--- src/rtl/crane_pkg.sv ---
// Shared crane definitions: action codes and dispatcher state encoding.
// Used by the crane controller, the job dispatcher and their benches.
package crane_pkg;

  localparam logic [2:0] ACT_DN      = 3'b000;
  localparam logic [2:0] ACT_A1      = 3'b001;
  localparam logic [2:0] ACT_UP      = 3'b010;
  localparam logic [2:0] ACT_A2      = 3'b011;
  localparam logic [2:0] ACT_R1      = 3'b100;
  localparam logic [2:0] ACT_R2      = 3'b101;
  localparam logic [2:0] ACT_NOTHING = 3'b110;

  typedef enum logic [2:0] {
    ST_IDLE       = 3'd0,
    ST_ISSUE      = 3'd1,
    ST_WAIT_START = 3'd2,
    ST_WAIT_R2    = 3'd3,
    ST_WAIT_HOME  = 3'd4,
    ST_HALT       = 3'd5
  } disp_state_t;

  function automatic logic is_wait(disp_state_t s);
    return (s == ST_WAIT_START) ||
           (s == ST_WAIT_R2) ||
           (s == ST_WAIT_HOME);
  endfunction

endpackage

--- src/rtl/crane_job_fifo.sv ---
// Circular job buffer: DEPTH entries of ANGLE_W bits.
// Overflowing pushes and underflowing pops are dropped.
module crane_job_fifo #(
  parameter int DEPTH   = 4,
  parameter int ANGLE_W = 2
) (
  input  logic                     clk,
  input  logic                     reset,
  input  logic                     push,
  input  logic [ANGLE_W-1:0]       push_data,
  input  logic                     pop,
  output logic [ANGLE_W-1:0]       pop_data,
  output logic                     full,
  output logic                     empty,
  output logic [$clog2(DEPTH):0]   level
);

  localparam int AW = $clog2(DEPTH);

  logic [ANGLE_W-1:0] mem [DEPTH];
  logic [AW-1:0]      wptr;
  logic [AW-1:0]      rptr;
  logic [AW:0]        cnt;
  logic               do_push;
  logic               do_pop;

  assign full     = (cnt == (AW+1)'(DEPTH));
  assign empty    = (cnt == '0);
  assign level    = cnt;
  assign do_push  = push && !full;
  assign do_pop   = pop && !empty;
  assign pop_data = mem[rptr];

  // Storage array; contents become irrelevant once pointers reset.
  always_ff @(posedge clk) begin
    if (do_push) mem[wptr] <= push_data;
  end

  // Pointers wrap naturally at the power-of-two depth.
  always_ff @(posedge clk or negedge reset) begin
    if (!reset) begin
      wptr <= '0;
      rptr <= '0;
      cnt  <= '0;
    end else begin
      if (do_push) wptr <= wptr + 1'b1;
      if (do_pop)  rptr <= rptr + 1'b1;
      unique case ({do_push, do_pop})
        2'b10:   cnt <= cnt + 1'b1;
        2'b01:   cnt <= cnt - 1'b1;
        default: cnt <= cnt;
      endcase
    end
  end

endmodule

--- src/rtl/crane_job_dispatcher.sv ---
// Queues crane lift jobs and dispatches one per full crane cycle.
// Optional per-job watchdog: define CRANE_DISP_TIMEOUT_EN.
module crane_job_dispatcher
  import crane_pkg::*;
#(
  parameter int DEPTH          = 4,
  parameter int ANGLE_W        = 2,
  parameter int TIMEOUT_CYCLES = 255
) (
  input  logic                   clk,
  input  logic                   reset,
  input  logic                   req_valid,
  input  logic [ANGLE_W-1:0]     req_angle,
  output logic                   req_ready,
  input  logic [2:0]             crane_action,
  output logic                   crane_write_mode,
  output logic [ANGLE_W-1:0]     crane_angle,
  output logic                   busy,
  output logic [$clog2(DEPTH):0] level,
  output logic                   done_pulse,
  output logic                   timeout_err
);

  disp_state_t        state_q;
  disp_state_t        state_d;
  logic               fifo_full;
  logic               fifo_empty;
  logic               fifo_pop;
  logic [ANGLE_W-1:0] fifo_head;
  logic [ANGLE_W-1:0] angle_q;
  logic               done_q;
  logic               timeout_hit;

  assign req_ready = !fifo_full;
  assign fifo_pop  = (state_q == ST_IDLE) && !fifo_empty;

  crane_job_fifo #(
    .DEPTH   (DEPTH),
    .ANGLE_W (ANGLE_W)
  ) u_fifo (
    .clk       (clk),
    .reset     (reset),
    .push      (req_valid),
    .push_data (req_angle),
    .pop       (fifo_pop),
    .pop_data  (fifo_head),
    .full      (fifo_full),
    .empty     (fifo_empty),
    .level     (level)
  );

`ifdef CRANE_DISP_TIMEOUT_EN
  localparam int CW_MIN = $clog2(TIMEOUT_CYCLES + 1);
  localparam int CW     = (CW_MIN > 8) ? CW_MIN : 8;

  logic [CW-1:0] wd_cnt;
  logic          err_q;

  assign timeout_hit = is_wait(state_q) &&
                       (wd_cnt >= CW'(TIMEOUT_CYCLES - 1));
  assign timeout_err = err_q;

  // Watchdog: restart on dispatch, count while waiting on crane.
  always_ff @(posedge clk or negedge reset) begin
    if (!reset) begin
      wd_cnt <= '0;
      err_q  <= 1'b0;
    end else begin
      if (state_q == ST_ISSUE)    wd_cnt <= '0;
      else if (is_wait(state_q))  wd_cnt <= wd_cnt + 1'b1;
      if (timeout_hit)            err_q  <= 1'b1;
    end
  end
`else
  logic unused_tmo;

  assign unused_tmo  = (TIMEOUT_CYCLES != 0);
  assign timeout_hit = 1'b0;
  assign timeout_err = 1'b0;
`endif

  // State, held job angle and completion pulse.
  always_ff @(posedge clk or negedge reset) begin
    if (!reset) begin
      state_q <= ST_IDLE;
      angle_q <= '0;
      done_q  <= 1'b0;
    end else begin
      state_q <= state_d;
      if (fifo_pop) angle_q <= fifo_head;
      done_q  <= (state_q == ST_WAIT_HOME) &&
                 (state_d == ST_IDLE);
    end
  end

  // Next state follows the crane through one lift-and-return cycle.
  always_comb begin
    state_d = state_q;
    case (state_q)
      ST_IDLE: begin
        if (!fifo_empty) state_d = ST_ISSUE;
      end
      ST_ISSUE: begin
        state_d = ST_WAIT_START;
      end
      ST_WAIT_START: begin
        if (crane_action != ACT_NOTHING) state_d = ST_WAIT_R2;
      end
      ST_WAIT_R2: begin
        if (crane_action == ACT_R2) state_d = ST_WAIT_HOME;
      end
      ST_WAIT_HOME: begin
        if (crane_action == ACT_NOTHING) state_d = ST_IDLE;
      end
      ST_HALT: begin
        state_d = ST_HALT;
      end
      default: begin
        state_d = ST_IDLE;
      end
    endcase
    if (timeout_hit) state_d = ST_HALT;
  end

  assign crane_write_mode = (state_q == ST_ISSUE);
  assign crane_angle      = angle_q;
  assign busy             = (state_q == ST_ISSUE) || is_wait(state_q);
  assign done_pulse       = done_q;

endmodule

--- config.mk ---
export PLATFORM = sky130hd
export DESIGN_NAME = crane_job_dispatcher
export DESIGN_NICKNAME = d
export VERILOG_FILES = /design/src/rtl/crane_pkg.sv /design/src/rtl/crane_job_fifo.sv /design/src/rtl/crane_job_dispatcher.sv
export SDC_FILE = /design/constraint.sdc
export NUM_CORES = 1
export LEC_CHECK = 0
export CORE_UTILIZATION = 30
export CTS_BUF_LIST = sky130_fd_sc_hd__clkbuf_2 sky130_fd_sc_hd__clkbuf_4 sky130_fd_sc_hd__clkbuf_8
export CTS_CLUSTER_SIZE = 25
export DETAILED_ROUTE_END_ITERATION = 6
export DONT_BUFFER_PORTS = 1
export PLACE_DENSITY = 0.56
export SLEW_MARGIN = 20
export SYNTH_ARGS = -nofsm -noshare
export SYNTH_HDL_FRONTEND = slang
export SYNTH_SLANG_ARGS = --single-unit
--- constraint.sdc ---
create_clock -name clk -period 5.47 [get_ports clk]
set_input_delay 0.8205 -clock clk [delete_from_list [all_inputs] [get_ports clk]]
set_output_delay 0.8205 -clock clk [all_outputs]
set_load 0.1 [all_outputs]
Yosys cells after proc, flatten, opt, wreduce, memory -nomap -nowiden
Memories as Yosys holds them, arrays and structs flattened. A register that Yosys moved wholly into a read port is not among the register bits.
Index checks and enable logic that the tools add are counted.
- flip-flop bits (word level): 11
- RAM bits: 8
- input port bits: 8
- output and inout bits: 10
- word-level logic and storage cells: 43
- memories kept: 1
- $add $sub $neg: 4
- eq/ne operators: 11
- mux-type cells: 8
- reductions and logical operators: 14
- memory list (memory ; depth ; bits a word ; rd ports ; clocked after Yosys merged registers in ; write ports ; RTL line ; source):
    u_fifo.mem ; 4 ; 2 ; 1 ; 1 ; 1 ; crane_job_fifo.sv:20 ; logic [ANGLE_W-1:0] mem [DEPTH];
- operators with widths (kind ; number):
    $pmux 3 s6 ; 1
    $eq 3x3->1 const B ; 5
    $mux 3 ; 4
    $logic_not 3->1 ; 3
    $eq 3x2->1 const B ; 2
    $pmux 3 s2 ; 1
    $add 2x1->2 const B ; 2
    $logic_and 1x1->1 ; 4
    $add 3x1->3 const B ; 1
    $eq 3x1->1 const B ; 1
    $logic_not 1->1 ; 3
    $logic_or 1x1->1 ; 3
    $ne 3x3->1 const B ; 1
    $sub 3x1->3 const B ; 1
    $eq 2x1->1 const B ; 1
    $eq 2x2->1 const B ; 1
    $mux 1 ; 2
    $reduce_bool 2->1 ; 1

Longest topological paths before layout
- word-level depth: 6
- gate-level depth with buffers: 9
- gate-level depth less buffers: 9

Modules after synthesis
A second synthesis with hierarchy kept.
- cells, all modules: 79
- area, all modules: 1074.8 µm²
- by module, submodules not included (module ; times used ; cells an instance ; area an instance (µm²) ; seq. area each (µm²)):
    crane_job_fifo ; 1 ; 47 ; 725.7 ; 415.4
    crane_job_dispatcher ; 1 ; 32 ; 349.1 ; 150.1

Worst setup path after synthesis
OpenSTA, ideal clock, no wires.
- path type: register -> output
- from: reg state_q[1]
- to: out crane_write_mode
- arrival: 2598 ps
- path slack: 2051 ps
- cell stages (with the launch flop): 3
- buffers on the path: 1
- cells stage by stage: dfrtp_1 > clkbuf_1 > nor3_1
- cells in the longest elaborated chain, start to end: 1
- RTL lines (what ; RTL line ; source):
    from (decl) ; crane_job_dispatcher.sv:24 ; disp_state_t state_q;
    from (signal assigned) ; crane_job_dispatcher.sv:89 ; state_q <= state_d;
    $eq 3x1->1 ; crane_job_dispatcher.sv:125 ; assign crane_write_mode = (state_q == ST_ISSUE);
    to (decl) ; crane_job_dispatcher.sv:16 ; output logic crane_write_mode,
Every way passes these cells.

Worst setup path after layout
- from: reg u_fifo.cnt[2] (netlist: u_fifo.level[2])
- to: reg u_fifo.cnt[2] (netlist: u_fifo.level[2])
- elaborated cells between the ends (all ways): 13
- RTL lines (what ; RTL line ; source):
    from (decl) ; crane_job_fifo.sv:23 ; logic [AW:0] cnt;
    from (signal assigned) ; crane_job_fifo.sv:49 ; 2'b10: cnt <= cnt + 1'b1;
    from (signal assigned) ; crane_job_fifo.sv:50 ; 2'b01: cnt <= cnt - 1'b1;
    from (signal assigned) ; crane_job_fifo.sv:51 ; default: cnt <= cnt;
    $eq 3x3->1 (*) ; crane_job_fifo.sv:27 ; assign full = (cnt == (AW+1)'(DEPTH));
    $logic_not 1->1 (*) ; - ;
    net req_ready ; crane_job_dispatcher.sv:14 ; output logic req_ready,
    $logic_and 1x1->1 (*) ; crane_job_fifo.sv:30 ; assign do_push = push && !full;
    $eq 2x1->1 or $eq 2x2->1 (tied branches) ; crane_job_fifo.sv:48 ; unique case ({do_push, do_pop})
    $pmux 3 s2 or $reduce_bool 2->1 (tied branches) ; - ;
Mark *: on every way through the listed nets, which the timed path passes. The rest lies on a longest branch.
A chain may end at the register's enable or synchronous reset.

==> reports/metrics.csv <==
metric,value,unit
cell area after synthesis,1030,µm²
via/cell ratio,4.58,
CTS tree,yes,
fmax,0.327,GHz
Rel. slew slack,31.3,%
hold buffer count at CTS,0,
clock latency of the later-clocked register in the worst-skew pair,0.30,ns
TritonRoute pass-1 iters,3,
worst clock skew,0.00254,ns
"Period Utilization, post-route",56.0,%
DRT iter0 DRCs,13,
Post-layout nets,95,
placed cell area,1120,µm²
Crit. Startpoint,u_fifo.level[2],
layout cells sized above 1,27.5,%
crit-path leading delay family,flip-flops,
synthesized instance count,76,
Global Route met2 Usage,15.5,%
syn_nets,90,
CP Capture Type,flip-flop,
global placer's final weighted congestion,0.691,
CP peak stage delay,1.02,ns
most common cell in the netlist,dfrtp_1,
CTS sink cnt,21,
total track usage,9.49,%
global routing usage on met3,4.05,%
crit path buf inv count,2,
FF-to-FF path depth,9,
Setup TNS,0,ns
Slew Limit Fails,0,
"Async S/R FF share, synth",61.9,%
TritonCTS buffer count,3,
"top cells by count, synth","dfrtp_1, edfxtp_1, inv_1, ha_1",
final WL,1510,µm
"Reg clk slew, reported paths",0.12,ns
largest cells by area after synthesis,"dfrtp_1, edfxtp_1, ha_1, mux4_2, xor2_1",
Required @ worst endpoint,5.63,ns
Clock Tree Buf Depth,2,
site row count,20,
initial antenna violation count,0,
met1 usage,12.2,%
core area,3150,µm²
Crit Path Max Fanout,6,
total setup buffers inserted after CTS,0,
Final Hold Viols,0,
post-synth top area cell,dfrtp_1,
Setup CP Type,reg -> reg,
ys flop type,dfrtp_1,
post-synth cell types,28,
Root Buffer,clkbuf_4,
final instance area,1150,µm²
area grow syn2layout,11.6,%
final setup vio count,0,
wire per inst,12.2,µm
Worst setup SP type,flip-flop,
FF-to-FF Start,u_fifo.level[2],
global-route wire length before repair,2550,µm
Residual DRC,0,
sequential-to-total area share from yosys stat,55.1,%
"FF+latch count, synth",21,
largest net degree at the start of global routing,14,
Final HPWL DP,1240,µm
CTS H-tree depth,1,
Avg Inst Size Synth,13.5,µm²
vias in the first global route,559,
Worst R2R Setup Slack,2.41,ns
CTS-repair resized insts,0,
synth warn,0,
maxcap violations,0,
Crit-path slowest cell,dfrtp_1,
Die H,60.5,µm
via count,568,
Min-Delay Path Class,in -> async,
GR peak layer,met2,
slew of the pin with the lowest slew margin,1.03,ns
post-route minimum period,3.06,ns
crit path cell chain,"or3b_4, and2_4, inv_1, ha_1, inv_1, fa_1, xor2_1, nor2_1, xor2_1",
capture point of the worst reg-to-reg path,u_fifo.level[2],
Final ANT Viol Nets,0,
diodes inserted,0,
Top Ports,18,
Worst Path Arrival,3.22,ns
top cell type's share of synthesized area,31.7,%
number of synthesized flops with an enable pin,8,
RSZ-0062 raised after global routing,false,
status,finished clean,
die footprint,3660,µm²
Die W,60.5,µm
Port Buffers,0,
Starting Density,32.6,%
Overflow after GRT,0,
[final cells by class]
class	instances	area, µm²
Inverter	8	30.0
Sequential cell	21	566
Clock inverter	1	7.51
Clock buffer	3	22.5
Fill cell	323	2010
Timing Repair Buffer	2	32.5
Multi-Input combinational cell	45	433
Tap cell	44	55.1
[state kept, by name, summed over array words and instances, names as in the netlist]
signal	cells
u_fifo.rptr	2
u_fifo.level	3
crane_angle	2
done_pulse	1
u_fifo.wptr	2
state_q	3
u_fifo.mem	8
[metrics by stage]
step | cells | hold slack [ns] | utilization (%) | setup slack (ns)
floorplan | 76 | 0.477 | - | 2.05
global placement | 120 | 0.521 | 35.4 | 2.44
detailed placement | 120 | 0.525 | 35.4 | 2.41
CTS | 124 | 0.183 | 36.3 | 2.39
global route | 124 | 0.163 | 36.3 | 2.22
finish | 124 | 0.199 | 36.3 | 2.41
[kinds of logic (layout without fill, tap and decap cells)]
kind of cell / Yosys count / after routing / synth area share [%]
AO/OA/AOI/OAI: 5 / 5 / 4.02
XOR/XNOR: 7 / 7 / 5.97
adder cells (fa/ha/maj): 6 / 6 / 8.04
buffers and inverters: 10 / 14 / 4.02
flip-flops: 21 / 21 / 55.1
multiplexers: 7 / 7 / 10.1
other: 1 / 1 / 0.365
AND/OR/NAND/NOR: 19 / 19 / 12.4
[layer usage]
metal,routed length (µm),vias up
met5,0,-
met3,87,0
met2,738,11
met1,689,277
li1,-,280
met4,0,0
[cell usage in the layout (no fill, tap or decap)]
cell type	count
mux2_4	1
or3b_4	1
fa_1	1
inv_1	8
mux4_2	2
dfrtp_1	13
conb_1	1
nand3b_1	2
nor4_1	1
clkbuf_16	1
and2_4	1
nor3b_1	1
xnor2_1	2
nand4b_1	1
mux2i_1	1
mux2_2	3
nor3_1	3
clkinvlp_4	1
o311a_2	1
xor2_1	4
buf_4	1
a311o_1	1
and3b_1	1
nor3_2	1
ha_1	5
xnor2_2	1
nor2_1	3
and3_2	4
o31a_2	1
clkbuf_4	3
o21ai_0	2
edfxtp_1	8
[worst reg2reg max path, stage by stage, from the launching register on]
cell	delay, ns
dfrtp_1	1.02
or3b_4	0.64
and2_4	0.26
inv_1	0.05
ha_1	0.17
inv_1	0.06
fa_1	0.37
xor2_1	0.16
nor2_1	0.06
xor2_1	0.13
[how the worst max path moves through the flow]
stage | end | cells past startpoint
global placement | u_fifo.level[2] | 9
floorplan | crane_write_mode | 2
finish | u_fifo.level[2] | 9
detailed placement | u_fifo.level[2] | 9
CTS | u_fifo.level[2] | 9
global route | u_fifo.level[2] | 9
Power is left out: the tool's default activity adds up to more than one toggle a clock period on the data nets, which glitch-free logic cannot reach.
